`src/rtl/serial_adder_ctrl.sv`:
```
// Bit-serial adder: one full adder is stepped across WIDTH cycles behind a
// start/busy/done handshake, with the running carry kept in a flip-flop.

module full_adder (
    input  logic i_bit1,
    input  logic i_bit2,
    input  logic i_carry,
    output logic o_sum,
    output logic o_carry
);

    assign o_sum   = i_bit1 ^ i_bit2 ^ i_carry;
    assign o_carry = (i_bit1 & i_bit2) | (i_carry & (i_bit1 ^ i_bit2));

endmodule

module serial_adder_ctrl #(
    parameter int WIDTH = 8
) (
    input  logic             i_clk,
    input  logic             i_rst_n,
    input  logic             i_start,
    input  logic [WIDTH-1:0] i_op_a,
    input  logic [WIDTH-1:0] i_op_b,
    input  logic             i_carry,
    output logic             o_busy,
    output logic             o_done,
    output logic [WIDTH-1:0] o_sum,
    output logic             o_carry
);

    localparam int CW = $clog2(WIDTH);

    typedef enum logic [1:0] {
        IDLE,
        RUN,
        DONE
    } state_t;

    state_t           state_q;
    state_t           state_d;
    logic [WIDTH-1:0] shift_a;
    logic [WIDTH-1:0] shift_b;
    logic [WIDTH-1:0] result_sr;
    logic [WIDTH-1:0] sum_q;
    logic             carry_q;
    logic             carry_out_q;
    logic [CW-1:0]    count;
    logic             fa_sum;
    logic             fa_carry;
    logic             last_bit;

    full_adder u_fa (
        .i_bit1  (shift_a[0]),
        .i_bit2  (shift_b[0]),
        .i_carry (carry_q),
        .o_sum   (fa_sum),
        .o_carry (fa_carry)
    );

    assign last_bit = (count == CW'(WIDTH - 1));

    always_ff @(posedge i_clk) begin
        if (!i_rst_n) begin
            state_q <= IDLE;
        end else begin
            state_q <= state_d;
        end
    end

    // A start request is only honoured from IDLE; RUN and DONE ignore it.
    always_comb begin
        state_d = state_q;
        case (state_q)
            IDLE:    if (i_start) state_d = RUN;
            RUN:     if (last_bit) state_d = DONE;
            DONE:    state_d = IDLE;
            default: state_d = IDLE;
        endcase
    end

    // Result bits enter at the MSB so bit 0 lands at the LSB after WIDTH shifts;
    // the visible outputs are only written on the completing edge.
    always_ff @(posedge i_clk) begin
        if (!i_rst_n) begin
            shift_a     <= '0;
            shift_b     <= '0;
            result_sr   <= '0;
            carry_q     <= 1'b0;
            count       <= '0;
            sum_q       <= '0;
            carry_out_q <= 1'b0;
        end else begin
            case (state_q)
                IDLE: begin
                    if (i_start) begin
                        shift_a   <= i_op_a;
                        shift_b   <= i_op_b;
                        carry_q   <= i_carry;
                        count     <= '0;
                        result_sr <= '0;
                    end
                end
                RUN: begin
                    shift_a   <= shift_a >> 1;
                    shift_b   <= shift_b >> 1;
                    result_sr <= {fa_sum, result_sr[WIDTH-1:1]};
                    carry_q   <= fa_carry;
                    count     <= count + CW'(1);
                    if (last_bit) begin
                        sum_q       <= {fa_sum, result_sr[WIDTH-1:1]};
                        carry_out_q <= fa_carry;
                    end
                end
                default: ;
            endcase
        end
    end

    assign o_busy  = (state_q != IDLE);
    assign o_done  = (state_q == DONE);
    assign o_sum   = sum_q;
    assign o_carry = carry_out_q;

endmodule

```
`config.mk`:
```
export PLATFORM = sky130hd
export DESIGN_NAME = serial_adder_ctrl
export DESIGN_NICKNAME = d
export VERILOG_FILES = /design/src/rtl/serial_adder_ctrl.sv
export SDC_FILE = /design/constraint.sdc
export NUM_CORES = 1
export LEC_CHECK = 0
export ABC_CLOCK_PERIOD_IN_PS = 3020
export CAP_MARGIN = 5
export CORE_MARGIN = 2
export CORE_UTILIZATION = 45
export DETAILED_ROUTE_END_ITERATION = 12
export PLACE_DENSITY = 0.8
export SLEW_MARGIN = 10
export SYNTH_ARGS = -nofsm -noshare
export SYNTH_HDL_FRONTEND = slang
export SYNTH_SLANG_ARGS = --single-unit
```
`constraint.sdc`:
```
create_clock -name i_clk -period 3.02 [get_ports i_clk]
set_clock_uncertainty 0.1 [all_clocks]
set_input_delay 0.604 -clock i_clk [delete_from_list [all_inputs] [get_ports i_clk]]
set_output_delay 0.604 -clock i_clk [all_outputs]
set_load 0.005 [all_outputs]
```
Word-level counts from Yosys, hierarchy flattened
Cells that the tools add are included.
{"block": "word_totals", "register_bits": 39, "memories": 0, "mem_bits_ro": 0, "latchBits": 0, "input_bits": 20, "ram_bits": 0, "word_cells": 38, "out_inout_bits": 11}
{"block": "classes", "n_reduce_logical": 6, "n_mul": 0, "div_mod_pow": 0, "bitwise": 5, "muxes": 13, "shift": 0, "addsub": 1, "n_eq_ne": 5, "order_cmp": 0}
{"cell": "8-bit case mux with 2 select lines", "count": 3}
{"cell": "8-bit two-way mux", "count": 3}
{"cell": "3-bit case mux with 2 select lines", "count": 1}
{"cell": "2-bit AND reduction", "count": 3}
{"cell": "2-bit two-way mux", "count": 2}
{"cell": "2-bit != test, second input constant", "count": 2}
{"cell": "2-bit case mux with 2 select lines", "count": 1}
{"cell": "2-bit nonzero test", "count": 2}
{"cell": "3-bit by 1-bit adder with 3-bit output, second input constant", "count": 1}
{"cell": "3-bit equality test, second input constant", "count": 1}
{"cell": "3-bit two-way mux", "count": 1}
{"cell": "1-bit bitwise AND", "count": 2}
{"cell": "2-bit by 1-bit equality test with 1-bit output, second input constant", "count": 1}
{"cell": "2-bit equality test, second input constant", "count": 1}
{"cell": "2-bit zero test", "count": 1}
{"cell": "1-bit case mux with 2 select lines", "count": 1}
{"cell": "1-bit bitwise XOR", "count": 2}
{"cell": "1-bit two-way mux", "count": 1}
{"cell": "1-bit OR", "count": 1}

Logic depth before layout (Yosys ltp)
Gate-level depths: netlist (run 1).
{"block": "depth", "ltp_word": 4, "ltp_mapped": 6, "depth_no_buf": 5}

Hierarchy
A second synthesis (run 1) with hierarchy kept.
{"block": "hier_totals", "hier_cells": 165, "hier_area_um2": 1621.6}
{"mod": "serial_adder_ctrl", "cells_each": 164, "instances": 1, "seq_area_each_um2": 760.7, "area_each_um2": 1601.5}
{"mod": "full_adder", "cells_each": 1, "instances": 1, "seq_area_each_um2": 0.0, "area_each_um2": 20.0}

Worst setup path after synthesis (run 1)
OpenSTA, ideal clock, no wires.
{"block": "synth_path", "path_type": "input to register", "from": "input i_start", "to": "register carry_q", "t_required_ps": 2803, "setup_slack_ps": 1394, "setup_ps": 117, "path_stages": 5, "arrival_ps": 1409, "n_path_buf": 2, "path_cell_list": "or3b_1 buf_6 buf_12 o221ai_2 nor2_1"}
{"block": "synth_via", "elab_chain_cells": 2}
{"element": "start, declared", "line_no": "22", "rtl": "input logic i_start,"}
{"element": "2-bit != test (no line)"}
{"element": "2-bit AND reduction (no line)"}
{"element": "end signal, assigned", "line_no": "99", "rtl": "carry_q <= i_carry;"}
{"element": "end signal, assigned", "line_no": "108", "rtl": "carry_q <= fa_carry;"}
{"element": "end, declared", "line_no": "46", "rtl": "logic carry_q;"}
No other way between the ends.
A chain may end at the register's enable or synchronous reset.

Worst setup path in the final report (run 1)
{"block": "layout_path", "from": "register state_q[0]", "to": "output o_busy"}
{"block": "layout_via", "elab_chain_cells": 1}
{"element": "start, declared", "line_no": "40", "rtl": "state_t state_q;"}
{"element": "start signal, assigned", "line_no": "67", "rtl": "state_q <= state_d;"}
{"element": "2-bit nonzero test", "line_no": "120", "rtl": "assign o_busy = (state_q != IDLE);"}
{"element": "end, declared", "line_no": "26", "rtl": "output logic o_busy,"}
No other way between the ends.

==> flow_summary_export.csv, run 1 <==
group,metric,value,unit
drt,drt_pass1_iterations,4,
floorplan,core,3390,um2
power,intPower,0.6730,mW
floorplan,start_util,0.4773,
global_routing,grt-ovfl-total,0,
power,pwr-share-comb,0.131,
logic_synthesis,synth-seq-cells,38,
cts,cts_resized,0,
timing,finalMaxSlewViolations,0,
logic_synthesis,synth_top_cell_by_area,"dfxtp_1",
finish,antennaDiodeCount,0,
drt,wl_per_cell,12.70,um
timing,min_period_over_period,0.7277,
timing,period_minus_slack,2198,ps
cts,clkTransAtPathRegs,100,ps
global_routing,grt_pass1_wl,5.126,mm
logic_synthesis,ys_seq_area_frac,0.4702,
cts,clkSinkCount,38,
power,p_sw_frac,0.2447,
logic_synthesis,yosys_most_used_dff,"dfxtp_1",
drt,vias_per_cell,5.339,
global_routing,antenna_found_initial,0,
cts,cts_hold_buffers,0,
floorplan,die_x,63.96,um
drt,wl,2.998,mm
timing,hold_ws,364.3,ps
logic_synthesis,synthCells,165,
logic_synthesis,synth_edf_count,0,
timing,fmax,455.0,MHz
timing,rsz0062_at_grt,"no",
global_routing,grt_pass1_vias,1179,
critical_path,path_class,"flop to output port",
logic_synthesis,synth_area_leaders,"dfxtp_1, o221ai_2, nor2_1",
floorplan,die_y,63.96,um
power,cellPowerDensity,458.0,nW/um2
logic_synthesis,synthArstFlopShare,0,
critical_path,critPathCaptureType,"output port",
floorplan,rows,21,
timing,timing_hold_violations_final,0,
min_path,min_path_type,"flop to flop",
critical_path,worst-path-max-fanout,10,
critical_path,crit_arrival,1490,ps
power,power.share.clock,0.261,
placed_design,gp_congestion,0.7435,
logic_synthesis,syn-cell-area,1618,um2
global_routing,grt_use_total,0.1605,
global_routing,grt_max_degree,39,
drt,ant_nets,0,
critical_path,required,2320,ps
finish,post-route-util,0.5740,
power,power_frac_seq,0.608,
critical_path,regToRegSetupSlack,1310,ps
logic_synthesis,avgSynthCellArea,9.805,um2
floorplan,design.die.area,4091,um2
critical_path,start_kind,"flop",
timing,slew_headroom,0.4743,
logic_synthesis,synth_fp_nets,188,
logic_synthesis,synth_common_cells,"dfxtp_1, nor2_1, nor2b_1",
logic_synthesis,post-synth-top-count-cell,"dfxtp_1",
cts,htree_levels,2,
drt,drc,0,
logic_synthesis,synth_warnings,0,
timing,fin_setup_tns,0,ps
cts,clock_latency,330,ps
timing,tightest_slew,788.6,ps
drt,drt_iter0_markers,49,
placed_design,dp_hpwl,2.087,mm
logic_synthesis,synth_cell_types,28,
power,power_switching,0.2180,mW
cts,postCtsSetupBuffers,0,
power,ir_drop,0.3022,mV
run_status,status,"completed",
logic_synthesis,yosysTopAreaCellShare,0.4702,
finish,area_growth,20.26,%
cts,clk_path_buf_depth,2,
finish,drive_above_1_share,0.1053,
power,p_leak,0.6786,nW
drt,vias,1260,
cts,cts_tree,"built",
floorplan,ios,31,
timing,setup_violations,0,
finish,finalNetCount,213,
cts,cts_root_buf,"clkbuf_4",
flow_run,drv_cap,0,
cts,numCtsBuffers,5,
placed_design,io_buffer_count,30,
==> sequential cells by signal, summed over array words and instances (netlist names) <==
name,flops
count,3
shift_b,8
state_q,2
carry_q,1
shift_a,8
o_carry,1
result_sr,7
o_sum,8
==> cells by family (layout without fill, tap and decap cells) <==
kind of cell,after synthesis,in the layout,share of synthesized area
buffers and inverters,16,41,0.06264
adders and majority gates,3,3,0.02784
AOI/OAI and AO/OA,37,37,0.2235
DFF,38,38,0.4702
and+or+nand+nor,69,69,0.2034
muxes,2,2,0.01237
==> cell usage in the layout (no fill, tap or decap), types with 3 or more instances in the layout <==
cell type        Yosys  layout
nor2b_1             13      13
clkbuf_4             0       5
a22oi_1             11      11
o221ai_2            10      10
buf_4                0       3
clkdlybuf4s50_1      0      30
a21boi_0             8       8
nand2_1              9       9
o221ai_1             5       5
dfxtp_1             38      38
nor2_1              30      30
nand3_1              9       9
==> power by group through the flow <==
stage	clock, mW	combinational, mW	sequential (mW)
final	0.233	0.116	0.542
after global routing	0.267	0.129	0.545
after CTS	0.241	0.118	0.542
after detailed placement	0	0.117	0.553
after global placement	0	0.113	0.552
after floorplan	0	0.0864	0.548
==> per-stage QoR <==
step / instance area, um2 / total power, mW / setup WS, ps / std cells
floorplan: 1618 / 0.6344 / 1394 / 165
global placement: 1901 / 0.6649 / 639.6 / 229
detailed placement: 1901 / 0.6706 / 595.3 / 229
CTS: 1946 / 0.9010 / 799.5 / 236
global route: 1946 / 0.9412 / 723.4 / 236
finish: 1946 / 0.8910 / 822.2 / 236
==> per-layer routing <==
metal	routed length, um	vias up	GRT usage	part of all wire
li1	-	633	-	-
met1	1244	589	0.1694	0.41
met2	1558	33	0.2982	0.52
met3	161	5	0.05282	0.054
met4	34	0	0.04891	0.011
met5	0	-	0	0
==> critical path: stages (launching register included) <==
cell and delay [ps]:
dfxtp_1 520, or2_2 170, clkdlybuf4s50_1 490
==> area by class of cell <==
class,count,area [um2]
fill,306,1444
sequential,38,760.7
multi-input combinational,111,755.7
timing repair buffer,33,322.8
tap,46,57.56
clock buffer,7,45.04
inverter,1,3.754
==> final timing paths <==
check / startpoint / endpoint / cells after the start
min reg2reg: o_sum[6]$_SDFFE_PN0P_ / o_sum[6]$_SDFFE_PN0P_ / 2
min: o_sum[6]$_SDFFE_PN0P_ / o_sum[6]$_SDFFE_PN0P_ / 2
max: state_q[0]$_SDFFE_PN0P_ / o_busy / 2
max reg2reg: count[0]$_SDFFE_PN0P_ / o_sum[2]$_SDFFE_PN0P_ / 5
Power figures use the tool's default switching activity.
==> run 2, diff against run 1 <==
Settings changed: ABC_CLOCK_PERIOD_IN_PS 3020 to 2250.
Clock period 3.02 ns to 2.25 ns, I/O delays scaled along.
==> flow_summary_export.csv, run 2 (synthesis gave the netlist of run 1 again) <==
group,metric,value,unit
critical_path,required,1700,ps
cts,cts_hold_buffers,0,
timing,finalMaxSlewViolations,0,
cts,clkSinkCount,38,
critical_path,reg2reg_from,"state_q[1]$_SDFFE_PN0P_",
critical_path,worstRegToRegCells,3,
cts,postCtsSetupBuffers,0,
critical_path,worst-path-max-fanout,10,
floorplan,design.die.area,4091,um2
flow_run,drv_cap,0,
timing,rsz0062_at_grt,"no",
power,intPower,0.9375,mW
cts,clock_latency,360,ps
finish,regArea,760.7,um2
floorplan,rows,21,
placed_design,gp_congestion,0.7062,
critical_path,regToRegSetupSlack,530,ps
power,power_frac_seq,0.577,
cts,clkTransAtPathRegs,100,ps
critical_path,start_kind,"flop",
drt,vias,1233,
finish,antennaDiodeCount,0,
timing,slew_headroom,0.4362,
run_status,status,"completed",
cts,clk_path_buf_depth,2,
drt,wl_per_cell,13.11,um
power,ir_drop,0.4436,mV
placed_design,dp_hpwl,2.216,mm
cts,numCtsBuffers,5,
power,pwr-share-comb,0.126,
global_routing,grt_pass1_vias,1225,
finish,layout_commonest_cell,"dfxtp_1",
finish,final_cell_mix,"dfxtp_1, nor2_1, clkdlybuf4s50_1, nor2b_1, a22oi_1",
finish,fillers,289,
finish,design_area,1979,um2
cts,cts_tree,"built",
min_path,hold_end,"o_sum[1]$_SDFFE_PN0P_",
critical_path,rr_endpoint,"count[0]$_SDFFE_PN0P_",
finish,area_growth,22.35,%
critical_path,path_class,"flop to output port",
floorplan,die_y,63.96,um
finish,finalNetCount,215,
global_routing,antenna_found_initial,0,
power,power.share.clock,0.296,
critical_path,crit_arrival,1510,ps
timing,min_period_over_period,0.9156,
timing,timing_hold_violations_final,0,
global_routing,grt_use_total,0.1675,
drt,drc,0,
power,cellPowerDensity,637.3,nW/um2
global_routing,grt_pass1_wl,5.237,mm
placed_design,dpl_cell_area,1916,um2
cts,cts_root_buf,"clkbuf_4",
timing,period_minus_slack,2060,ps
power,p_sw_frac,0.2568,
cts,cts_resized,0,
finish,drive_above_1_share,0.1295,
power,p_leak,0.6971,nW
global_routing,grt-ovfl-total,0,
floorplan,ios,31,
drt,drt_iter0_markers,45,
critical_path,critPathCaptureType,"output port",
power,power_switching,0.3239,mW
floorplan,die_x,63.96,um
drt,vias_per_cell,5.159,
timing,fin_setup_tns,0,ps
global_routing,grt_max_degree,39,
drt,wl,3.134,mm
timing,setup_violations,0,
floorplan,start_util,0.4773,
finish,multi_input_area,755.7,um2
placed_design,io_buffer_count,30,
critical_path,crit_path_start,"state_q[0]$_SDFFE_PN0P_",
timing,fmax,485.4,MHz
drt,drt_pass1_iterations,4,
min_path,min_from,"o_sum[1]$_SDFFE_PN0P_",
cts,htree_levels,2,
min_path,min_path_type,"flop to flop",
min_path,min_delay_path_depth,2,
drt,ant_nets,0,
floorplan,core,3390,um2
timing,tightest_slew,845.7,ps
## run 2: worst max path at each step
stage | end | slack (ps) | cells after the start
after floorplan | carry_q$_SDFFE_PN0P_ | 780 | 5
after global placement | shift_b[0]$_SDFFE_PN0P_ | 190 | 5
after CTS | o_busy | 180 | 2
after detailed placement | shift_a[5]$_SDFFE_PN0P_ | 170 | 5
after global routing | o_busy | 100 | 2
final | o_busy | 190 | 2
## run 2: metrics by stage
stage | util | total power [mW] | hold slack [ps] | setup slack [ps] | std cells
2_1_floorplan | - | 0.8515 | 340.7 | 777.6 | 165
3_3_place_gp | 0.5652 | 0.8959 | 349.9 | 190.7 | 231
3_5_place_dp | 0.5652 | 0.9035 | 358.2 | 165.4 | 231
4_1_cts | 0.5840 | 1.276 | 373.0 | 176.4 | 239
5_1_grt | 0.5840 | 1.331 | 392.1 | 103.3 | 239
6_report | 0.5840 | 1.261 | 370.9 | 190.0 | 239
## run 2: cell type report
| class | count | share of cell area |
|---|---|---|
| flip-flops and latches | 38 | 0.3843 |
| repair buffers | 35 | 0.1707 |
| clock buffers | 6 | 0.02592 |
| multi-input cells | 111 | 0.3818 |
| clock inverters | 2 | 0.006321 |
| well taps | 46 | 0.02908 |
| inverters | 1 | 0.001896 |
## run 2: worst max-delay path, cell delays in order, from the launching register on
cell and delay [ps]:
dfxtp_1 510, or2_2 160, clkdlybuf4s50_1 480
## run 2: metal layers
layer	wire, um	GRT usage
met2	1605	0.3034
met5	0	0
met1	1301	0.1681
met4	73	0.07337
met3	153	0.06514
## run 2: power groups by stage
stage | sequential (mW) | clock (mW) | combinational [mW]
floorplan | 0.736 | 0 | 0.116
global placement | 0.741 | 0 | 0.155
detailed placement | 0.743 | 0 | 0.161
CTS | 0.728 | 0.387 | 0.161
global route | 0.732 | 0.422 | 0.176
finish | 0.728 | 0.374 | 0.160
==> run 3, diff against run 2 <==
Settings changed: CTS_BUF_LIST set to sky130_fd_sc_hd__clkbuf_16.
==> flow_summary_export.csv, run 3 (synthesis gave the netlist of run 1 again) <==
group,metric,value,unit
cts,clkTransAtPathRegs,50,ps
timing,slew_headroom,0.4379,
critical_path,required,1700,ps
drt,vias,1255,
global_routing,grt_max_degree,39,
finish,design_area,2057,um2
cts,clk_path_buf_depth,2,
cts,numCtsBuffers,5,
finish,antennaDiodeCount,0,
global_routing,antenna_found_initial,0,
global_routing,grt_pass1_wl,5.292,mm
timing,min_period_over_period,0.8751,
floorplan,rows,21,
cts,htree_levels,2,
timing,finalMaxSlewViolations,0,
timing,rsz0062_at_grt,"no",
flow_run,drv_cap,0,
finish,finalNetCount,215,
timing,setup_violations,0,
critical_path,crit_arrival,1420,ps
power,p_leak,0.7301,nW
floorplan,die_y,63.96,um
critical_path,critPathCaptureType,"output port",
power,cellPowerDensity,754.1,nW/um2
finish,layout_commonest_cell,"dfxtp_1",
finish,drive_above_1_share,0.1244,
cts,cts_hold_buffers,0,
cts,clkSinkCount,38,
critical_path,crit_path_max_incr_delay,490,ps
placed_design,dp_hpwl,2.216,mm
drt,vias_per_cell,5.251,
drt,wl_per_cell,13.49,um
floorplan,design.die.area,4091,um2
critical_path,start_kind,"flop",
floorplan,die_x,63.96,um
drt,wl,3.224,mm
cts,cts_root_buf,"clkbuf_16",
run_status,status,"completed",
power,ir_drop,0.4206,mV
critical_path,cpMaxStageDelayCell,"dfxtp_1",
cts,cts_tree,"built",
timing,hold_ws,364.0,ps
drt,drt_iter0_markers,51,
timing,tightest_slew,843.1,ps
critical_path,worst-path-max-fanout,10,
placed_design,io_buffer_count,30,
timing,fmax,507.9,MHz
timing,period_minus_slack,1969,ps
finish,final_cell_mix,"dfxtp_1, nor2_1, clkdlybuf4s50_1, nor2b_1, a22oi_1",
min_path,min_path_type,"flop to flop",
global_routing,grt_use_total,0.1713,
cts,cts_resized,0,
cts,postCtsSetupBuffers,0,
drt,ant_nets,0,
floorplan,core,3390,um2
global_routing,grt_pass1_vias,1236,
drt,drt_pass1_iterations,5,
floorplan,ios,31,
critical_path,path_class,"flop to output port",
critical_path,crit_chain,"or2_2, clkdlybuf4s50_1",
global_routing,grt-ovfl-total,0,
placed_design,dpl_cell_area,1916,um2
timing,timing_hold_violations_final,0,
finish,area_growth,27.15,%
drt,drc,0,
floorplan,start_util,0.4773,
cts,clock_latency,280,ps
timing,fin_setup_tns,0,ps
placed_design,gp_congestion,0.7062,
run 3: changes by cell type in the layout (fill, tap and decap cells not counted), sizes merged:
cell / before / now
clkinv: 1 / 2
clkbuf: 6 / 5
run 3: per-stage QoR:
stage / std cells / setup slack (ps) / power, mW / util
3_5_place_dp: 231 / 165.4 / 0.9035 / 0.5652
2_1_floorplan: 165 / 777.6 / 0.8515 / -
5_1_grt: 239 / 215.6 / 1.618 / 0.6069
4_1_cts: 239 / 277.4 / 1.562 / 0.6069
6_report: 239 / 281.0 / 1.551 / 0.6069
3_3_place_gp: 231 / 190.7 / 0.8959 / 0.5652
run 3: final timing paths:
path,slack (ps),endpoint,from,cells past startpoint
setup / recovery,280,o_busy,state_q[0]$_SDFFE_PN0P_,2
hold / removal,360,o_sum[1]$_SDFFE_PN0P_,o_sum[1]$_SDFFE_PN0P_,2
setup reg to reg,540,count[0]$_SDFFE_PN0P_,state_q[1]$_SDFFE_PN0P_,3
hold reg to reg,360,o_sum[1]$_SDFFE_PN0P_,o_sum[1]$_SDFFE_PN0P_,2
run 3: worst max-delay path, delay by kind of cell (launching register included):
kind                   cells  cell delay, ps
buffers and inverters      1             480
AND/OR/NAND/NOR            1             160
flip-flops                 1             490
run 3: metal layers:
layer / global-route usage / part of all wire / up-vias
met5: 0 / 0 / -
met4: 0.09511 / 0.025 / 0
met3: 0.06162 / 0.050 / 10
met2: 0.3099 / 0.52 / 33
met1: 0.1670 / 0.41 / 580
li1: - / - / 632
run 3: report_power, final:
part	total [mW]	leakage, nW	switching [mW]	internal (mW)
logic	0.160	0.352	0.0767	0.0837
clock network	0.661	0.0672	0.258	0.403
registers	0.730	0.311	0.0247	0.705
run 3: layout make-up:
class / count / area [um2]
fillers: 283 / 1333
flip-flops and latches: 38 / 760.7
multi-input cells: 111 / 755.7
repair buffers: 35 / 337.8
clock buffers: 5 / 125.1
well taps: 46 / 57.56
clock inverters: 3 / 16.27
inverters: 1 / 3.754
